[src/rtl/serial_adder_if.sv]
// ---------------------------------------------------------------------------
// serial_adder_if
//   Handshake and operand/result bundle for the bit-serial adder.
//
//   Signals:
//     start     request to add op_a + op_b (driven by the requester)
//     op_a      operand A, WIDTH bits
//     op_b      operand B, WIDTH bits
//     busy      addition in progress
//     done      one-cycle pulse, sum/carry_out just updated
//     sum       low WIDTH bits of the result
//     carry_out result bit WIDTH
//
//   Modports:
//     master  requester side (drives start/operands, observes results)
//     slave   adder side (observes start/operands, drives results)
// ---------------------------------------------------------------------------
interface serial_adder_if #(
    parameter int WIDTH = 8
);

    logic             start;
    logic [WIDTH-1:0] op_a;
    logic [WIDTH-1:0] op_b;
    logic             busy;
    logic             done;
    logic [WIDTH-1:0] sum;
    logic             carry_out;

    modport master (
        output start,
        output op_a,
        output op_b,
        input  busy,
        input  done,
        input  sum,
        input  carry_out
    );

    modport slave (
        input  start,
        input  op_a,
        input  op_b,
        output busy,
        output done,
        output sum,
        output carry_out
    );

endinterface

[src/rtl/serial_adder.sv]
// ---------------------------------------------------------------------------
// half_adder
//   One-bit half adder, the combinational building block of the serial
//   adder's full-adder cell.
//
//   Ports:
//     a, b   input bits
//     s      a ^ b
//     c      a & b
// ---------------------------------------------------------------------------
module half_adder (
    input  logic a,
    input  logic b,
    output logic s,
    output logic c
);

    assign s = a ^ b;
    assign c = a & b;

endmodule

// ---------------------------------------------------------------------------
// serial_adder
//   Bit-serial unsigned adder. Operands are captured when start is accepted
//   in IDLE, then one bit pair per clock (LSB first) is added together with a
//   registered carry. After WIDTH steps the completed sum and final carry are
//   published on registered outputs and done pulses for one cycle.
//   Throughput is one addition per WIDTH+2 clocks.
//
//   state | meaning
//   ------+---------------------------------------------------------------
//   IDLE  | waiting for start; operands captured on the accepting edge
//   RUN   | one bit pair added per clock; busy high
//   DONE  | sum/carry_out freshly updated; done high for this single cycle
//
//   Ports:
//     clk     rising-edge clock
//     rst_n   asynchronous active-low reset
//     bus     serial_adder_if slave modport:
//               start, op_a, op_b in; busy, done, sum, carry_out out
// ---------------------------------------------------------------------------
module serial_adder #(
    parameter int WIDTH = 8
) (
    input  logic           clk,
    input  logic           rst_n,
    serial_adder_if.slave  bus
);

    localparam int CW = $clog2(WIDTH) + 1;
    localparam logic [CW-1:0] LAST_BIT = CW'(WIDTH - 1);

    typedef enum logic [1:0] {
        S_IDLE = 2'd0,
        S_RUN  = 2'd1,
        S_DONE = 2'd2
    } state_t;

    state_t state;
    state_t state_nxt;

    logic [WIDTH-1:0] sa;
    logic [WIDTH-1:0] sb;
    logic [WIDTH-1:0] sr;
    logic             carry;
    logic [CW-1:0]    cnt;

    logic [WIDTH-1:0] sum_q;
    logic             carry_out_q;
    logic             busy_q;
    logic             done_q;

    logic             load;
    logic             step;
    logic             last;

    logic             ha0_s;
    logic             ha0_c;
    logic             ha1_c;
    logic             bit_sum;
    logic             bit_carry;
    logic [WIDTH-1:0] sr_nxt;

    // -----------------------------------------------------------------------
    // Full adder cell from two half adders
    // -----------------------------------------------------------------------
    half_adder u_ha0 (
        .a (sa[0]),
        .b (sb[0]),
        .s (ha0_s),
        .c (ha0_c)
    );

    half_adder u_ha1 (
        .a (ha0_s),
        .b (carry),
        .s (bit_sum),
        .c (ha1_c)
    );

    assign bit_carry = ha0_c | ha1_c;

    // New sum bit enters at the MSB; after WIDTH steps bit 0 sits at LSB.
    assign sr_nxt = (sr >> 1) | {bit_sum, {(WIDTH-1){1'b0}}};

    // -----------------------------------------------------------------------
    // FSM
    // -----------------------------------------------------------------------
    always_ff @(posedge clk or negedge rst_n) begin
        if (!rst_n) begin
            state <= S_IDLE;
        end else begin
            state <= state_nxt;
        end
    end

    always_comb begin
        state_nxt = state;
        load      = 1'b0;
        step      = 1'b0;
        last      = 1'b0;
        case (state)
            S_IDLE: begin
                if (bus.start) begin
                    load      = 1'b1;
                    state_nxt = S_RUN;
                end
            end
            S_RUN: begin
                step = 1'b1;
                if (cnt == LAST_BIT) begin
                    last      = 1'b1;
                    state_nxt = S_DONE;
                end
            end
            S_DONE: begin
                state_nxt = S_IDLE;
            end
            default: begin
                state_nxt = S_IDLE;
            end
        endcase
    end

    // -----------------------------------------------------------------------
    // Datapath: operand shifters, carry flop, bit counter, result shifter
    // -----------------------------------------------------------------------
    always_ff @(posedge clk or negedge rst_n) begin
        if (!rst_n) begin
            sa    <= '0;
            sb    <= '0;
            sr    <= '0;
            carry <= 1'b0;
            cnt   <= '0;
        end else if (load) begin
            sa    <= bus.op_a;
            sb    <= bus.op_b;
            carry <= 1'b0;
            cnt   <= '0;
        end else if (step) begin
            sa    <= sa >> 1;
            sb    <= sb >> 1;
            sr    <= sr_nxt;
            carry <= bit_carry;
            cnt   <= cnt + CW'(1);
        end
    end

    // -----------------------------------------------------------------------
    // Registered outputs. busy/done follow the next state so they line up
    // with the state register without any combinational output path.
    // sum/carry_out only change on the final RUN edge and otherwise hold.
    // -----------------------------------------------------------------------
    always_ff @(posedge clk or negedge rst_n) begin
        if (!rst_n) begin
            sum_q       <= '0;
            carry_out_q <= 1'b0;
            busy_q      <= 1'b0;
            done_q      <= 1'b0;
        end else begin
            busy_q <= (state_nxt == S_RUN);
            done_q <= (state_nxt == S_DONE);
            if (last) begin
                sum_q       <= sr_nxt;
                carry_out_q <= bit_carry;
            end
        end
    end

    assign bus.busy      = busy_q;
    assign bus.done      = done_q;
    assign bus.sum       = sum_q;
    assign bus.carry_out = carry_out_q;

endmodule

[src/flat_wrapper.sv]
// flat-port wrapper written by rule: the top's interface ports become plain ports
module serial_adder_flat 
#(
    parameter int WIDTH = 8
)
  (clk, rst_n, bus_start, bus_op_a, bus_op_b, bus_busy, bus_done, bus_sum, bus_carry_out);
  serial_adder_if #(.WIDTH(WIDTH)) bus_i ();
  input  logic clk;
  input  logic rst_n;
  input wire logic [$bits(bus_i.start)-1:0] bus_start;
  input wire logic [$bits(bus_i.op_a)-1:0] bus_op_a;
  input wire logic [$bits(bus_i.op_b)-1:0] bus_op_b;
  output wire logic [$bits(bus_i.busy)-1:0] bus_busy;
  output wire logic [$bits(bus_i.done)-1:0] bus_done;
  output wire logic [$bits(bus_i.sum)-1:0] bus_sum;
  output wire logic [$bits(bus_i.carry_out)-1:0] bus_carry_out;
  assign bus_i.start = bus_start;
  assign bus_i.op_a = bus_op_a;
  assign bus_i.op_b = bus_op_b;
  assign bus_busy = bus_i.busy;
  assign bus_done = bus_i.done;
  assign bus_sum = bus_i.sum;
  assign bus_carry_out = bus_i.carry_out;
  serial_adder #(.WIDTH(WIDTH)) u_core (.clk(clk), .rst_n(rst_n), .bus(bus_i));
endmodule
[config.mk]
export PLATFORM = sky130hd
export DESIGN_NAME = serial_adder_flat
export DESIGN_NICKNAME = d
export VERILOG_FILES = /design/src/rtl/serial_adder_if.sv /design/src/rtl/serial_adder.sv /design/src/flat_wrapper.sv
export SDC_FILE = /design/constraint.sdc
export NUM_CORES = 1
export LEC_CHECK = 0
export ABC_CLOCK_PERIOD_IN_PS = 1400
export BUFFER_PORTS_ARGS = -buffer_cell sky130_fd_sc_hd__buf_4
export CORE_MARGIN = 2
export CORE_UTILIZATION = 50
export DETAILED_ROUTE_END_ITERATION = 8
export PLACE_DENSITY = 0.73
export SLEW_MARGIN = 20
export SYNTH_ARGS = -nofsm -noshare
export SYNTH_HDL_FRONTEND = slang
export SYNTH_SLANG_ARGS = --single-unit
[constraint.sdc]
create_clock -name clk -period 1.4 [get_ports clk]
set_clock_uncertainty 0.05 [all_clocks]
set_input_delay 0.14 -clock clk [delete_from_list [all_inputs] [get_ports clk]]
set_output_delay 0.14 -clock clk [all_outputs]
set_load 0.05 [all_outputs]
==> report_table.html <==
<table>
<tr><th>Metric</th><th>Value</th></tr>
<tr><th colspan="2">Floorplan</th></tr>
<tr><td>Placeable Area</td><td>approximately 3400 um^2</td></tr>
<tr><td>Num rows</td><td>21</td></tr>
<tr><td>Starting density of the core</td><td>0.535</td></tr>
<tr><td>Horiz. Die Dim</td><td>between 60 and 70 um</td></tr>
<tr><td>Vertical extent of the die</td><td>64.4 um</td></tr>
<tr><td>Die outline area</td><td>roughly 4200 um^2</td></tr>
<tr><td>I/O pins</td><td>30</td></tr>
<tr><th colspan="2">Synth</th></tr>
<tr><td>Async set-or-reset flop fraction in the synthesized netlist</td><td>1.00</td></tr>
<tr><td>Synth Flop Type</td><td>sky130_fd_sc_hd__dfrtp_1</td></tr>
<tr><td>Average footprint of a synthesized cell</td><td>~11 um^2</td></tr>
<tr><td>Netlist area before placement</td><td>1830 um^2</td></tr>
<tr><td>Cell types occupying the most area after synthesis</td><td>sky130_fd_sc_hd__dfrtp_1, sky130_fd_sc_hd__nand2_1, sky130_fd_sc_hd__a2bb2oi_1</td></tr>
<tr><td>Syn_nets</td><td>190</td></tr>
<tr><td>Synthesized instance count</td><td>169</td></tr>
<tr><td>Share of Yosys cell area claimed by the top area cell type</td><td>0.562</td></tr>
<tr><td>Cell variety after synth</td><td>22</td></tr>
<tr><td>Post-synthesis register bit count</td><td>41</td></tr>
<tr><td>Post-synth EDFFs</td><td>0</td></tr>
<tr><td>Biggest area consumer among synthesized cells</td><td>sky130_fd_sc_hd__dfrtp_1</td></tr>
<tr><td>Cell types with the highest counts after synthesis</td><td>sky130_fd_sc_hd__dfrtp_1, sky130_fd_sc_hd__nand2_1, sky130_fd_sc_hd__o21ai_0, sky130_fd_sc_hd__a22oi_1, sky130_fd_sc_hd__a2bb2oi_1</td></tr>
<tr><td>YS warnings</td><td>0</td></tr>
<tr><td>Part of the Yosys area used for sequential elements</td><td>0.562</td></tr>
<tr><td>Most numerous cell in the Yosys netlist</td><td>sky130_fd_sc_hd__dfrtp_1</td></tr>
<tr><th colspan="2">Layout</th></tr>
<tr><td>Fill cell instance count of the final layout</td><td>289</td></tr>
<tr><td>Area of combinational cells with multiple inputs</td><td>768 um^2</td></tr>
<tr><td>Register area</td><td>1030 um^2</td></tr>
<tr><td>Layout Cell Area excl Fill</td><td>2360 um^2</td></tr>
<tr><td>Area growth, synth to finish</td><td>29.2%</td></tr>
<tr><td>Proportion of layout cells with a drive suffix above 1</td><td>0.336</td></tr>
<tr><td>Number of nets at the end of the flow</td><td>234</td></tr>
<tr><td>Antenna diode count</td><td>0</td></tr>
<tr><th colspan="2">Timing</th></tr>
<tr><td>Unrepaired setup endpoints after global routing</td><td>yes</td></tr>
<tr><td>Worst-margin pin slew</td><td>0.515 ns</td></tr>
<tr><td>Crit path setup slack, layout</td><td>-0.0467 ns</td></tr>
<tr><td>Endpoints failing hold</td><td>0</td></tr>
<tr><td>Worst hold margin</td><td>0.0424 ns</td></tr>
<tr><td>Max-slew violation count</td><td>0</td></tr>
<tr><td>Final setup vio count</td><td>9</td></tr>
<tr><td>Final period util</td><td>1.03</td></tr>
<tr><td>Max Freq</td><td>0.691 GHz</td></tr>
<tr><td>Post-layout min period</td><td>1.45 ns</td></tr>
<tr><td>Slew HR</td><td>0.657</td></tr>
<tr><th colspan="2">Global route</th></tr>
<tr><td>Maximum number of pins on one net before global-route repair</td><td>42</td></tr>
<tr><td>Global Route Usage Sum</td><td>0.207</td></tr>
<tr><td>Vias in the first global route</td><td>1415</td></tr>
<tr><td>GR Overflow Total</td><td>0</td></tr>
<tr><td>Number of antenna violations at the first check in global routing</td><td>0</td></tr>
<tr><td>Wire length of the first global-routing pass</td><td>6560 um</td></tr>
<tr><th colspan="2">Setup path</th></tr>
<tr><td>Worst EP arrival</td><td>1.66 ns</td></tr>
<tr><td>Worst flop-to-flop path startpoint</td><td>u_core.cnt[0]</td></tr>
<tr><td>Nature of the critical path endpoint</td><td>flip-flop</td></tr>
<tr><td>Category of the most critical setup path</td><td>flip-flop to flip-flop</td></tr>
<tr><td>Required time of the critical path</td><td>1.61 ns</td></tr>
<tr><td>Reg2reg setup slack</td><td>-0.05 ns</td></tr>
<tr><td>Critical path origin</td><td>u_core.cnt[0]</td></tr>
<tr><td>Max Fanout on Critical Path</td><td>10</td></tr>
<tr><td>Worst reg2reg path depth</td><td>5</td></tr>
<tr><td>RR Endpoint</td><td>u_core.bus.sum[6]</td></tr>
<tr><td>Setup crit end</td><td>u_core.bus.sum[6]</td></tr>
<tr><td>Startpoint type of the worst setup path</td><td>flip-flop</td></tr>
<tr><th colspan="2">Pwr</th></tr>
<tr><td>Pwr per Cell Area</td><td>approximately 2300 nW/um^2</td></tr>
<tr><td>Highest ir drop seen on vdd</td><td>between 0.9 and 1 mV</td></tr>
<tr><td>Leak Pwr</td><td>between 1 and 1.5 nW</td></tr>
<tr><th colspan="2">Route</th></tr>
<tr><td>Via count of the routed design</td><td>1458</td></tr>
<tr><td>Vias per cell</td><td>5.61</td></tr>
<tr><td>Number of remaining DRC errors</td><td>0</td></tr>
<tr><td>Post-detailed-routing wire length</td><td>3770 um</td></tr>
<tr><td>First DRT Iteration DRCs</td><td>84</td></tr>
<tr><td>Average detailed-routed wire length per instance</td><td>14.5 um</td></tr>
<tr><td>Number of nets with antenna violations after detailed routing</td><td>0</td></tr>
<tr><td>Detailed Routing Iterations Pass 1</td><td>4</td></tr>
<tr><th colspan="2">Place</th></tr>
<tr><td>Routability Congestion</td><td>0.744</td></tr>
<tr><td>Total of buffers placed on input and output ports</td><td>29</td></tr>
<tr><td>Total half-perimeter wirelength after legalization and detailed placement</td><td>2550 um</td></tr>
<tr><td>Placed cell area</td><td>2200 um^2</td></tr>
<tr><th colspan="2">Run</th></tr>
<tr><td>Maximum capacitance violations</td><td>0</td></tr>
<tr><th colspan="2">Clock tree</th></tr>
<tr><td>Clock latency of the later-clocked register in the worst-skew pair</td><td>0.36 ns</td></tr>
<tr><td>Buffer levels on the longest clock path</td><td>2</td></tr>
<tr><td>Cts bufs inserted</td><td>5</td></tr>
<tr><td>Worst-path clk slew</td><td>0.13 ns</td></tr>
<tr><td>Clock tree from TritonCTS</td><td>built</td></tr>
<tr><td>Number of clock sinks</td><td>41</td></tr>
<tr><td>Clock Root Buffer</td><td>sky130_fd_sc_hd__clkbuf_4</td></tr>
<tr><td>H-tree level count</td><td>2</td></tr>
<tr><th colspan="2">Run status</th></tr>
<tr><td>Outcome</td><td>finished, violations left</td></tr>
<tr><td>Violations in the final reports</td><td>setup timing</td></tr>
<tr><th colspan="2">Min path</th></tr>
<tr><td>Tightest Hold Check Type</td><td>primary input to flip-flop</td></tr>
</table>
==> per-layer routing <==
layer / wire length, um / track usage / part of all wire / vias up
met5: 0 / 0 / 0 / -
met4: 38 / 0.0559 / 0.010 / 0
met3: 218 / 0.0677 / 0.058 / 5
met2: 1970 / 0.348 / 0.52 / 51
met1: 1540 / 0.260 / 0.41 / 706
li1: - / - / - / 696
==> cell type report <==
| class | count | area share |
|---|---|---|
| clock buffers | 5 | 0.0159 |
| clock inverters | 3 | 0.0291 |
| well taps | 46 | 0.0244 |
| flip-flops and latches | 41 | 0.435 |
| multi-input cells | 115 | 0.325 |
| repair buffers | 49 | 0.169 |
| inverters | 1 | 0.00159 |
==> report_power, final <==
part | leakage (nW) | total (W) | internal [W] | switching [W]
clock | 0.0558 | 0.000965 | 0.000562 | 0.000403
sequential | 0.531 | 0.00200 | 0.00166 | 0.000345
combinational | 0.563 | 0.00255 | 0.00114 | 0.00141
==> critical path, stage by stage, from the launching register on <==
cell and delay [ns]:
sky130_fd_sc_hd__dfrtp_1 0.38, sky130_fd_sc_hd__ha_2 0.22, sky130_fd_sc_hd__nand2_4 0.07, sky130_fd_sc_hd__nor3_4 0.15
sky130_fd_sc_hd__buf_12 0.16, sky130_fd_sc_hd__mux2_2 0.33
==> cells in the final DEF, fill, tap and decap left out, types with 2 or more instances in the layout <==
master and n:
sky130_fd_sc_hd__nor2_1 2, sky130_fd_sc_hd__buf_4 45, sky130_fd_sc_hd__a21oi_1 2, sky130_fd_sc_hd__dfrtp_1 41, sky130_fd_sc_hd__a22o_1 3, sky130_fd_sc_hd__nand2_1 39
sky130_fd_sc_hd__mux2_4 3, sky130_fd_sc_hd__clkbuf_4 5, sky130_fd_sc_hd__o21ai_0 17, sky130_fd_sc_hd__a2bb2oi_1 14, sky130_fd_sc_hd__buf_12 2, sky130_fd_sc_hd__bufinv_16 2
sky130_fd_sc_hd__a22oi_1 16, sky130_fd_sc_hd__nand3_1 2, sky130_fd_sc_hd__mux2_2 7
==> logic make-up (layout without fill, tap and decap cells) <==
kind of cell / count (synthesis) / in the layout / synth area share
AO/OA/AOI/OAI: 54 / 54 / 0.208
AND/OR/NAND/NOR: 49 / 49 / 0.118
flip-flops: 41 / 41 / 0.562
buffers and inverters: 13 / 58 / 0.0329
multiplexers: 10 / 10 / 0.0616
adder cells (fa/ha/maj): 2 / 2 / 0.0178
==> flip-flops by register name, summed over array words and instances, names as in the netlist <==
signal and flops:
u_core.cnt 4, u_core.sb 8, u_core.state 2, u_core.sa 8, u_core.bus.carry_out 1, u_core.carry 1
u_core.bus.busy 1, u_core.sr 7, u_core.bus.done 1, u_core.bus.sum 8
==> worst min path at each step <==
stage | slack (ns) | to | cells after the start | start
global placement | 0.09 | u_core.bus.done | 1 | rst_n
detailed placement | 0.1 | u_core.bus.busy | 1 | rst_n
finish | 0.04 | u_core.sb[7] | 3 | bus_op_b[7]
CTS | 0.04 | u_core.sb[7] | 3 | bus_op_b[7]
floorplan | -0.21 | u_core.bus.busy | 0 | rst_n
global route | 0.06 | u_core.sa[7] | 3 | bus_op_a[7]
==> through the flow <==
step                      setup TNS (ns)  instances  utilization  setup WS [ns]  power (W)
after floorplan                   -0.896        169            -        -0.0996    0.00353
after global placement                 0        249        0.644         0.0109    0.00433
after detailed placement          -0.416        249        0.644        -0.0576    0.00446
after CTS                         -0.172        259        0.685        -0.0265    0.00549
after global routing              -0.638        260        0.691        -0.0841    0.00591
final                             -0.306        260        0.691        -0.0467    0.00552
==> what timing repair did <==
action                                  in CTS  in global routing
hold buffers                                 1                  0
resized for setup                            5                  4
endpoints found under the setup margin      11                 17
setup buffers                                1                  1
hold endpoints to repair                    41                  0
No activity file was read; power rests on OpenSTA's default activity.
